### src/rtl/uart_pkg.sv
// -----------------------------------------------------------------------------
// uart_pkg -- encodings shared by the UART receiver and the future transmitter.
//   PARITY_*   : parity-mode encodings for the PARITY parameter
//   ST_*       : frame FSM state encodings
//   parity_mismatch() : true when a received parity bit disagrees with the data
// -----------------------------------------------------------------------------
package uart_pkg;

  localparam int PARITY_NONE = 0;
  localparam int PARITY_ODD  = 1;
  localparam int PARITY_EVEN = 2;

  localparam logic [2:0] ST_IDLE  = 3'd0;
  localparam logic [2:0] ST_START = 3'd1;
  localparam logic [2:0] ST_DATA  = 3'd2;
  localparam logic [2:0] ST_PAR   = 3'd3;
  localparam logic [2:0] ST_STOP  = 3'd4;
  localparam logic [2:0] ST_BREAK = 3'd5;

  // Data narrower than 8 bits is zero-extended by the caller; zeros do not
  // change the XOR reduction.
  function automatic logic parity_mismatch(input logic [7:0] data,
                                           input logic       par_bit,
                                           input int         mode);
    logic ones_odd;
    ones_odd = ^data;
    case (mode)
      PARITY_ODD:  return ~(ones_odd ^ par_bit);
      PARITY_EVEN: return ones_odd ^ par_bit;
      default:     return 1'b0;
    endcase
  endfunction

endpackage

### src/rtl/sync_fifo.sv
// -----------------------------------------------------------------------------
// sync_fifo -- single-clock first-word-fall-through FIFO.
//   clk, rst  : clock, synchronous active-high reset
//   wr_en     : push request; dropped (overrun pulse) when full and no pop
//   wr_data   : word to push
//   rd_en     : pop request; ignored when empty
//   rd_data   : current head word (don't-care while empty)
//   empty/full: occupancy flags
//   count     : number of stored words
//   overrun   : one-cycle pulse when a push is dropped
// -----------------------------------------------------------------------------
module sync_fifo #(
  parameter int WIDTH = 8,
  parameter int DEPTH = 16
) (
  input  logic                     clk,
  input  logic                     rst,
  input  logic                     wr_en,
  input  logic [WIDTH-1:0]         wr_data,
  input  logic                     rd_en,
  output logic [WIDTH-1:0]         rd_data,
  output logic                     empty,
  output logic                     full,
  output logic [$clog2(DEPTH):0]   count,
  output logic                     overrun
);

  localparam int AW = $clog2(DEPTH);

  logic [AW-1:0]    wr_ptr_q, wr_ptr_d;
  logic [AW-1:0]    rd_ptr_q, rd_ptr_d;
  logic [AW:0]      count_q, count_d;
  logic [WIDTH-1:0] mem_q [DEPTH];
  logic             rd_fire, wr_fire;

  assign empty   = (count_q == '0);
  assign full    = (count_q == (AW+1)'(DEPTH));
  assign count   = count_q;
  assign rd_data = mem_q[rd_ptr_q];

  // A pop frees the slot in the same cycle, so a push into a full FIFO
  // still lands when it is paired with a pop.
  assign rd_fire = rd_en & ~empty;
  assign wr_fire = wr_en & (~full | rd_fire);
  assign overrun = wr_en & ~wr_fire;

  always_comb begin
    // NOTE: every output of a combinational block gets a default first so no
    // path leaves it unassigned and a latch is never inferred.
    wr_ptr_d = wr_ptr_q;
    rd_ptr_d = rd_ptr_q;
    count_d  = count_q;
    if (wr_fire) wr_ptr_d = wr_ptr_q + 1'b1;
    if (rd_fire) rd_ptr_d = rd_ptr_q + 1'b1;
    case ({wr_fire, rd_fire})
      2'b10:   count_d = count_q + 1'b1;
      2'b01:   count_d = count_q - 1'b1;
      default: count_d = count_q;
    endcase
  end

  always_ff @(posedge clk) begin
    // NOTE: sequential state uses non-blocking assignments so every flop
    // samples the pre-edge values regardless of statement order.
    if (rst) begin
      wr_ptr_q <= '0;
      rd_ptr_q <= '0;
      count_q  <= '0;
    end else begin
      wr_ptr_q <= wr_ptr_d;
      rd_ptr_q <= rd_ptr_d;
      count_q  <= count_d;
    end
  end

  // NOTE: storage is deliberately not reset; the pointers and count define
  // which entries are valid, so clearing the array would only cost logic.
  always_ff @(posedge clk) begin
    if (wr_fire && !rst) mem_q[wr_ptr_q] <= wr_data;
  end

endmodule

### src/rtl/uart_rx_fifo.sv
// -----------------------------------------------------------------------------
// uart_rx_fifo -- UART receiver feeding a receive FIFO, with sticky errors.
//   CLK, RST         : clock, synchronous active-high reset
//   RXD              : asynchronous serial line, idle high
//   RD_EN            : pop the FIFO head
//   RD_DATA          : FIFO head (first-word-fall-through)
//   EMPTY/FULL/COUNT : FIFO occupancy
//   ERR_CLR          : clears the sticky error flags
//   FRAME_ERR        : stop bit sampled low
//   PARITY_ERR       : parity bit disagreed with the data
//   OVERRUN          : a good frame arrived while the FIFO was full
// -----------------------------------------------------------------------------
module uart_rx_fifo
  import uart_pkg::*;
#(
  parameter int CLKS_PER_BIT = 5208,
  parameter int DATA_BITS    = 8,
  parameter int PARITY       = 0,
  parameter int FIFO_DEPTH   = 16
) (
  input  logic                          CLK,
  input  logic                          RST,
  input  logic                          RXD,
  input  logic                          RD_EN,
  output logic [DATA_BITS-1:0]          RD_DATA,
  output logic                          EMPTY,
  output logic                          FULL,
  output logic [$clog2(FIFO_DEPTH):0]   COUNT,
  input  logic                          ERR_CLR,
  output logic                          FRAME_ERR,
  output logic                          PARITY_ERR,
  output logic                          OVERRUN
);

  localparam logic [15:0] HALF_BIT = 16'(CLKS_PER_BIT / 2 - 1);
  localparam logic [15:0] FULL_BIT = 16'(CLKS_PER_BIT - 1);
  localparam logic [2:0]  LAST_BIT = 3'(DATA_BITS - 1);

  logic                 sync1_q, sync1_d, sync2_q, sync2_d;
  logic [1:0]           valid_q, valid_d;
  logic                 prev_high_q, prev_high_d;
  logic [2:0]           state_q, state_d;
  logic [15:0]          cnt_q, cnt_d;
  logic [2:0]           bit_idx_q, bit_idx_d;
  logic [DATA_BITS-1:0] shift_q, shift_d;
  logic                 par_bad_q, par_bad_d;
  logic                 frame_err_q, frame_err_d;
  logic                 parity_err_q, parity_err_d;
  logic                 overrun_q, overrun_d;

  logic rx_s;
  logic cnt_done;
  logic push;
  logic frame_evt, parity_evt, overrun_evt;

  assign rx_s     = sync2_q;
  assign cnt_done = (cnt_q == '0);

  always_comb begin
    sync1_d = RXD;
    sync2_d = sync1_q;
    // The synchronizer resets to "idle high"; valid_q marks when sync2_q holds
    // a real line sample, so a line held low across reset is not mistaken
    // for a fresh start edge.
    valid_d     = {valid_q[0], 1'b1};
    prev_high_d = valid_q[1] & rx_s;

    state_d    = state_q;
    cnt_d      = cnt_q;
    bit_idx_d  = bit_idx_q;
    shift_d    = shift_q;
    par_bad_d  = par_bad_q;
    push       = 1'b0;
    frame_evt  = 1'b0;
    parity_evt = 1'b0;

    case (state_q)
      ST_IDLE: begin
        if (valid_q[1] && prev_high_q && !rx_s) begin
          state_d   = ST_START;
          cnt_d     = HALF_BIT;
          par_bad_d = 1'b0;
        end
      end
      ST_START: begin
        if (!cnt_done) begin
          cnt_d = cnt_q - 1'b1;
        end else if (!rx_s) begin
          state_d   = ST_DATA;
          cnt_d     = FULL_BIT;
          bit_idx_d = '0;
        end else begin
          state_d = ST_IDLE;           // glitch shorter than half a bit
        end
      end
      ST_DATA: begin
        if (!cnt_done) begin
          cnt_d = cnt_q - 1'b1;
        end else begin
          shift_d = {rx_s, shift_q[DATA_BITS-1:1]};   // LSB arrives first
          cnt_d   = FULL_BIT;
          if (bit_idx_q == LAST_BIT) begin
            state_d = (PARITY != PARITY_NONE) ? ST_PAR : ST_STOP;
          end else begin
            bit_idx_d = bit_idx_q + 1'b1;
          end
        end
      end
      ST_PAR: begin
        if (!cnt_done) begin
          cnt_d = cnt_q - 1'b1;
        end else begin
          par_bad_d = parity_mismatch(8'(shift_q), rx_s, PARITY);
          state_d   = ST_STOP;
          cnt_d     = FULL_BIT;
        end
      end
      ST_STOP: begin
        if (!cnt_done) begin
          cnt_d = cnt_q - 1'b1;
        end else begin
          parity_evt = par_bad_q;
          if (rx_s) begin
            push    = ~par_bad_q;
            state_d = ST_IDLE;
          end else begin
            frame_evt = 1'b1;
            state_d   = ST_BREAK;
          end
        end
      end
      ST_BREAK: begin
        if (rx_s) state_d = ST_IDLE;
      end
      default: state_d = ST_IDLE;
    endcase

    // A new error event in the same cycle as ERR_CLR keeps the flag set.
    frame_err_d  = frame_evt   | (frame_err_q  & ~ERR_CLR);
    parity_err_d = parity_evt  | (parity_err_q & ~ERR_CLR);
    overrun_d    = overrun_evt | (overrun_q    & ~ERR_CLR);
  end

  always_ff @(posedge CLK) begin
    if (RST) begin
      sync1_q      <= 1'b1;
      sync2_q      <= 1'b1;
      valid_q      <= '0;
      prev_high_q  <= 1'b0;
      state_q      <= ST_IDLE;
      cnt_q        <= '0;
      bit_idx_q    <= '0;
      shift_q      <= '0;
      par_bad_q    <= 1'b0;
      frame_err_q  <= 1'b0;
      parity_err_q <= 1'b0;
      overrun_q    <= 1'b0;
    end else begin
      sync1_q      <= sync1_d;
      sync2_q      <= sync2_d;
      valid_q      <= valid_d;
      prev_high_q  <= prev_high_d;
      state_q      <= state_d;
      cnt_q        <= cnt_d;
      bit_idx_q    <= bit_idx_d;
      shift_q      <= shift_d;
      par_bad_q    <= par_bad_d;
      frame_err_q  <= frame_err_d;
      parity_err_q <= parity_err_d;
      overrun_q    <= overrun_d;
    end
  end

  sync_fifo #(
    .WIDTH (DATA_BITS),
    .DEPTH (FIFO_DEPTH)
  ) u_fifo (
    .clk     (CLK),
    .rst     (RST),
    .wr_en   (push),
    .wr_data (shift_q),
    .rd_en   (RD_EN),
    .rd_data (RD_DATA),
    .empty   (EMPTY),
    .full    (FULL),
    .count   (COUNT),
    .overrun (overrun_evt)
  );

  assign FRAME_ERR  = frame_err_q;
  assign PARITY_ERR = parity_err_q;
  assign OVERRUN    = overrun_q;

endmodule

### config.mk
export PLATFORM = sky130hd
export DESIGN_NAME = uart_rx_fifo
export DESIGN_NICKNAME = d
export VERILOG_FILES = /design/src/rtl/uart_pkg.sv /design/src/rtl/sync_fifo.sv /design/src/rtl/uart_rx_fifo.sv
export SDC_FILE = /design/constraint.sdc
export NUM_CORES = 1
export LEC_CHECK = 0
export CAP_MARGIN = 20
export CORE_MARGIN = 3
export CORE_UTILIZATION = 55
export CTS_BUF_LIST = sky130_fd_sc_hd__clkbuf_2 sky130_fd_sc_hd__clkbuf_4 sky130_fd_sc_hd__clkbuf_8
export DETAILED_ROUTE_END_ITERATION = 10
export PLACE_DENSITY = 0.81
export SLEW_MARGIN = 30
export SYNTH_ARGS = -nofsm -noshare
export SYNTH_HDL_FRONTEND = slang
export SYNTH_SLANG_ARGS = --single-unit
### constraint.sdc
create_clock -name CLK -period 3.9 [get_ports CLK]
set_clock_uncertainty 0.05 [all_clocks]
set_input_delay 0.39 -clock CLK [delete_from_list [all_inputs] [get_ports CLK]]
set_output_delay 0.39 -clock CLK [all_outputs]
set_load 0.1 [all_outputs]
# Word-level counts from Yosys, hierarchy flattened
# Memories as Yosys holds them, arrays and structs flattened. A register that Yosys moved wholly into a read port is not among the register bits.
# Cells that the tools add are included.
[word_totals] wordCells=115 inputBits=5 register_bits=52 ram_bits=128 output_inout_bits=18 memories=1
[memory_table] name="u_fifo.mem_q" words=16 word_bits=8 rd=1 rd_clocked_by_memory_dff=1 write_ports=1 line="sync_fifo.sv:33" rtl="logic [WIDTH-1:0] mem_q [DEPTH];"
[classes] bitwise_logic=16 reduce_logical=18 add_sub_neg=6 eq_ne=20 muxes=38
[ops] operator="$mux 16" n=5
[ops] operator="$pmux 16 s4" n=1
[ops] operator="$mux 3" n=12
[ops] operator="$ne 2x2->1 const B" n=10
[ops] operator="$pmux 3 s6" n=1
[ops] operator="$logic_not 16->1" n=1
[ops] operator="$sub 16x1->16 const B" n=1
[ops] operator="$mux 1" n=13
[ops] operator="$pmux 5 s2" n=1
[ops] operator="$eq 3x3->1 const B" n=3
[ops] operator="$add 4x1->4 const B" n=2
[ops] operator="$mux 4" n=2
[ops] operator="$and 1x1->1" n=7
[ops] operator="$reduce_and 7->1" n=1
[ops] operator="$eq 3x2->1 const B" n=2
[ops] operator="$pmux 3 s2" n=1
[ops] operator="$reduce_bool 2->1" n=3
[ops] operator="$add 5x1->5 const B" n=1
[ops] operator="$eq 5x5->1 const B" n=1
[ops] operator="$logic_not 5->1" n=1
[ops] operator="$not 1->1" n=5
[ops] operator="$reduce_and 5->1" n=1
[ops] operator="$sub 5x1->5 const B" n=1
[ops] operator="$or 1x1->1" n=4
[ops] operator="other kinds (15)" n=18

# Logic depth before layout (Yosys ltp)
[depth] depth_word=8 ltp_mapped=15 depth_no_buf=14

# Cells and area by module
# A second synthesis with hierarchy kept.
[unflattened] hier_cells=551 area_unflattened_um2=7698.6
[modules_own_cells] mod="sync_fifo" instances=1 area_per_inst_um2=5858.1 seq_area_each_um2=4184.0 cells_per_inst=331
[modules_own_cells] mod="uart_rx_fifo" instances=1 area_per_inst_um2=1840.5 seq_area_each_um2=760.7 cells_per_inst=220

# Worst setup path after synthesis
# No wires, ideal clock.
[synth_timing] kind="flip-flop to flip-flop" start="register u_fifo.count_q[0] (netlist: u_fifo.count[0])" end="register u_fifo.count_q[4] (netlist: u_fifo.count[4])" arrival_time_ps=3304 path_slack_ps=475 path_stages_with_launch=14 setup_ps=70 period_less_slack_ps=3425 path_cell_list="dfxtp_1 -> nor4_1 -> nand2_1 -> or2_2 -> clkbuf_1 -> nand2_2 -> ha_1 -> inv_1 -> fa_1 -> nor2b_1 -> o21ai_0 -> and3_1 -> or4_1 -> a21oi_1"
[synth_between] elab_chain_len=7 elab_cells_between_ends=13 classes_between="2 x add/sub; 3 x eq/ne; 1 x mux; 5 x bitwise; 2 x reduce/logical"
[synth_rtl] element="start, declared" line="sync_fifo.sv:32" rtl="logic [AW:0] count_q, count_d;"
[synth_rtl] element="start signal, assigned" line="sync_fifo.sv:72" rtl="count_q <= count_d;"
[synth_rtl] element="$logic_not 5->1" line="sync_fifo.sv:36" rtl="assign empty = (count_q == '0);"
[synth_rtl] element="$not 1->1" line="sync_fifo.sv:43" rtl="assign rd_fire = rd_en & ~empty;"
[synth_rtl] element="$and 1x1->1" line="sync_fifo.sv:43"
[synth_rtl] element="$or 1x1->1" line="sync_fifo.sv:44" rtl="assign wr_fire = wr_en & (~full | rd_fire);"
[synth_rtl] element="$and 1x1->1" line="sync_fifo.sv:44"
[synth_rtl] element="$eq 2x1->1 or $eq 2x2->1 (tied branches)" line="sync_fifo.sv:55" rtl="case ({wr_fire, rd_fire})"
[synth_rtl] element="$pmux 5 s2 or $reduce_bool 2->1 (tied branches)"
# Parallel ways exist; a longest one is shown, timed or not.
# A chain may end at the register's enable or synchronous reset.

# Worst setup path after layout
[layout_timing] start="register cnt_q[11]" end="register u_fifo.count_q[4] (netlist: u_fifo.count[4])"
[layout_between] elab_chain_len=6 elab_cells_between_ends=8 classes_between="2 x eq/ne; 3 x mux; 1 x bitwise; 2 x reduce/logical"
[layout_rtl] element="start, declared" line="uart_rx_fifo.sv:43" rtl="logic [15:0] cnt_q, cnt_d;"
[layout_rtl] element="start signal, assigned" line="uart_rx_fifo.sv:164" rtl="cnt_q <= cnt_d;"
[layout_rtl] element="$logic_not 16->1 (*)" line="uart_rx_fifo.sv:57" rtl="assign cnt_done = (cnt_q == '0);"
[layout_rtl] element="$mux 1 (*)" line="uart_rx_fifo.sv:119" rtl="if (!cnt_done) begin"
[layout_rtl] element="$mux 1 (*)" line="uart_rx_fifo.sv:77" rtl="case (state_q)"
[layout_rtl] element="$and 1x1->1 (*)" line="sync_fifo.sv:44"
[layout_rtl] element="$eq 2x1->1 or $eq 2x2->1 (tied branches)" line="sync_fifo.sv:55"
[layout_rtl] element="$pmux 5 s2 or $reduce_bool 2->1 (tied branches)"
# Every way passes the cells marked *; elsewhere a longest branch is shown, timed or not.

==> impl_metrics.py <==
metrics = {
    "power": {
        "seqPwrFrac": 0.617,
        "power.internal_mw": 2.62,
        "swShare": 0.212,
        "p_comb_frac": 0.012,
        "power.net_switching_mw": 0.705,
        "p_per_area_mw_per_mm2": 389,
        "max-vdd-ir-drop_uv": 204,
        "totalPowerFinal_mw": 3.33,
        "leakage_nw": 2.92,
        "pwr-share-clk": 0.371,
    },
    "global_routing": {
        "antenna_found_initial": 0,
        "grtUsageTotal": 0.218,
        "grt_pass1_wl_um": 26200,
        "overflow": 0,
        "grt_pass1_vias": 4635,
        "grt_max_degree": 44,
    },
    "drt": {
        "vias_per_cell": 6.37,
        "vias": 4692,
        "dr.pass1.iters": 5,
        "wire_per_inst_um": 22.2,
        "ant_nets": 0,
        "wirelength_um": 16400,
        "drtIter0Drc": 537,
        "drc": 0,
    },
    "critical_path": {
        "slowest_stage": "or4_1",
        "cp_max_fo": 10,
        "crit_chain": "or4_1, nor2_4, and4_2, nand2_2, ha_1, ha_1, nor2b_1, o21ai_0, a21oi_1, or4_1, a21oi_1",
        "cp_top_family": "simple AND/OR/NAND/NOR gates",
        "critPathKind": "reg2reg",
        "crit_required_ns": 4.23,
        "arrival_ns": 3.96,
        "critical-path-max-stage-delay_ns": 0.66,
        "cp_num_buf_inv": 0,
        "endpoint_kind": "register",
        "startpoint_type": "register",
    },
    "logic_synthesis": {
        "synth-main-ff-cell": "edfxtp_1",
        "synthTopCellsByCount": "edfxtp_1 (128), dfxtp_1 (55), nor2_1 (47)",
        "yosysWarnings": 0,
        "yosys.cell_types.count": 65,
        "syn_avg_cell_area_um2": 14.9,
        "syn_nets": 534,
        "synth_edf_count": 128,
        "ys_ff_latch": 183,
        "yosys-top-cells-area": "edfxtp_1 (50%), dfxtp_1 (14%), mux4_2 (12%)",
        "yosysTopAreaCell": "edfxtp_1",
        "syn_inst": 516,
        "synth_top_area_share": 0.499,
        "ys_seq_area_frac": 0.642,
        "async_flop_share": 0,
        "synth.cell_area_mm2": 0.00770,
        "synth_most_common_cell": "edfxtp_1",
    },
    "floorplan": {
        "start_util": 0.572,
        "chipWidth_um": 124,
        "io_pins": 23,
        "die_area_mm2": 0.0155,
        "rows": 42,
        "core_area_mm2": 0.0135,
        "die_h_um": 124,
    },
    "clock_tree": {
        "insertion_delay_ns": 0.45,
        "clock-sinks": 183,
        "postCtsResizedCells": 0,
        "tritoncts": "yes",
        "cts_buffers": 17,
        "htree_levels": 4,
        "cts_hold_buf": 0,
        "clk_path_buf_depth": 2,
        "clk_pin_slew_ns": 0.09,
        "root_buffer": "clkbuf_8",
        "cts_setup_buffers": 0,
    },
    "sta": {
        "fmax_ghz": 0.276,
        "hold_viol_final": 0,
        "finalSetupTns_ns": 0,
        "min_period_ns": 3.63,
        "rsz0062_at_grt": "false",
        "slew_headroom": 0.349,
        "slew_violations": 0,
        "post-route-period-util": 0.930,
        "setup_ws_ns": 0.273,
        "tightest_slew_ns": 0.974,
        "finalSetupViolCount": 0,
    },
    "final_layout": {
        "layout-drive-gt1-share": 0.221,
        "finalNetCount": 566,
        "areaGrowthSynthToFinish_pct": 11.0,
        "fin_cells": 737,
        "n_antenna_cell": 0,
    },
    "status": {
        "outcome": "complete, no violations",
    },
    "placed_design": {
        "place_inst": 705,
        "post-dp-hpwl_um": 10600,
        "numPortBuffers": 22,
        "pre_cts_ws_ns": 0.378,
        "gp_congestion": 0.867,
    },
    "hold_path": {
        "hold_class": "reg2reg",
    },
    "flow_run": {
        "cap_violations": 0,
    },
}
[power by group through the flow]
stage	Clock, mW	Combinational (mW)	Sequential, mW
floorplan	0	0.0294	2.10
global placement	0	0.0389	2.10
detailed placement	0	0.0403	2.10
CTS	1.25	0.0406	2.05
global route	1.33	0.0451	2.06
finish	1.23	0.0414	2.05
[layer usage]
| layer | part of all wire | GRT usage | vias to the layer above |
|---|---|---|---|
| met1 | 0.41 | 0.305 | 2349 |
| met3 | 0.075 | 0.0455 | 22 |
| met4 | 0.014 | 0.0613 | 0 |
| met5 | 0 | 0 | - |
| met2 | 0.50 | 0.352 | 233 |
| li1 | - | - | 2088 |
[worst reg2reg max path: stages, from the launching register on]
cell	delay, ns
dfxtp_1	0.36
or4_1	0.66
nor2_4	0.27
and4_2	0.37
nand2_2	0.13
ha_1	0.28
ha_1	0.32
nor2b_1	0.15
o21ai_0	0.20
a21oi_1	0.12
or4_1	0.47
a21oi_1	0.17
[kinds of logic after synthesis]
family / Yosys count / synth area share
AO/OA/AOI/OAI: 80 / 0.0708
XOR/XNOR: 6 / 0.00682
adder cells (fa/ha/maj): 13 / 0.0221
buffers and inverters: 44 / 0.0234
flip-flops: 183 / 0.642
multiplexers: 51 / 0.131
AND/OR/NAND/NOR: 139 / 0.103
[cell type report]
class	instances	area, um2
Timing Repair Buffer	40	348
Clock inverter	11	111
Sequential cell	183	4950
Fill cell	978	4900
Multi-Input combinational cell	289	2590
Inverter	17	63.8
Tap cell	176	220
Clock buffer	21	272
[cells in the final DEF (no fill, tap or decap), types with 8 or more instances in the layout]
cell type          n
edfxtp_1         128
dfxtp_1           54
nor2_1            47
mux4_2            40
buf_4             25
clkbuf_8          19
inv_1             17
a21oi_1           17
o21ai_0           16
clkdlybuf4s50_1   14
ha_1              12
nand2_1           11
mux2i_1           10
nor2b_1            8
[sequential cells by signal, summed over array words and instances, names as in the netlist, named ones only]
register         count
rx_s                 1
prev_high_q          1
bit_idx_q            3
u_fifo.count         5
OVERRUN              1
u_fifo.wr_ptr_q      4
shift_q              8
sync1_q              1
cnt_q               16
FRAME_ERR            1
u_fifo.mem_q       128
state_q              3
PARITY_ERR           1
valid_q              2
u_fifo.rd_ptr_q      4
[final timing paths]
kind              slack (ns)               to  depth (start not counted)  startpoint
setup / recovery        0.27  u_fifo.count[4]                         11   cnt_q[11]
setup reg to reg        0.27  u_fifo.count[4]                         11   cnt_q[11]
hold reg to reg         0.39             rx_s                          1     sync1_q
hold / removal          0.39             rx_s                          1     sync1_q
[stage by stage]
| stage | cell area, um2 | hold slack, ns | util |
|---|---|---|---|
| 2_1_floorplan | 7700 | 0.339 | - |
| 3_3_place_gp | 8170 | 0.351 | 0.607 |
| 3_5_place_dp | 8170 | 0.373 | 0.607 |
| 4_1_cts | 8550 | 0.396 | 0.636 |
| 5_1_grt | 8550 | 0.418 | 0.636 |
| 6_report | 8550 | 0.391 | 0.636 |
Note: power is estimated with default switching activity, not from simulation.
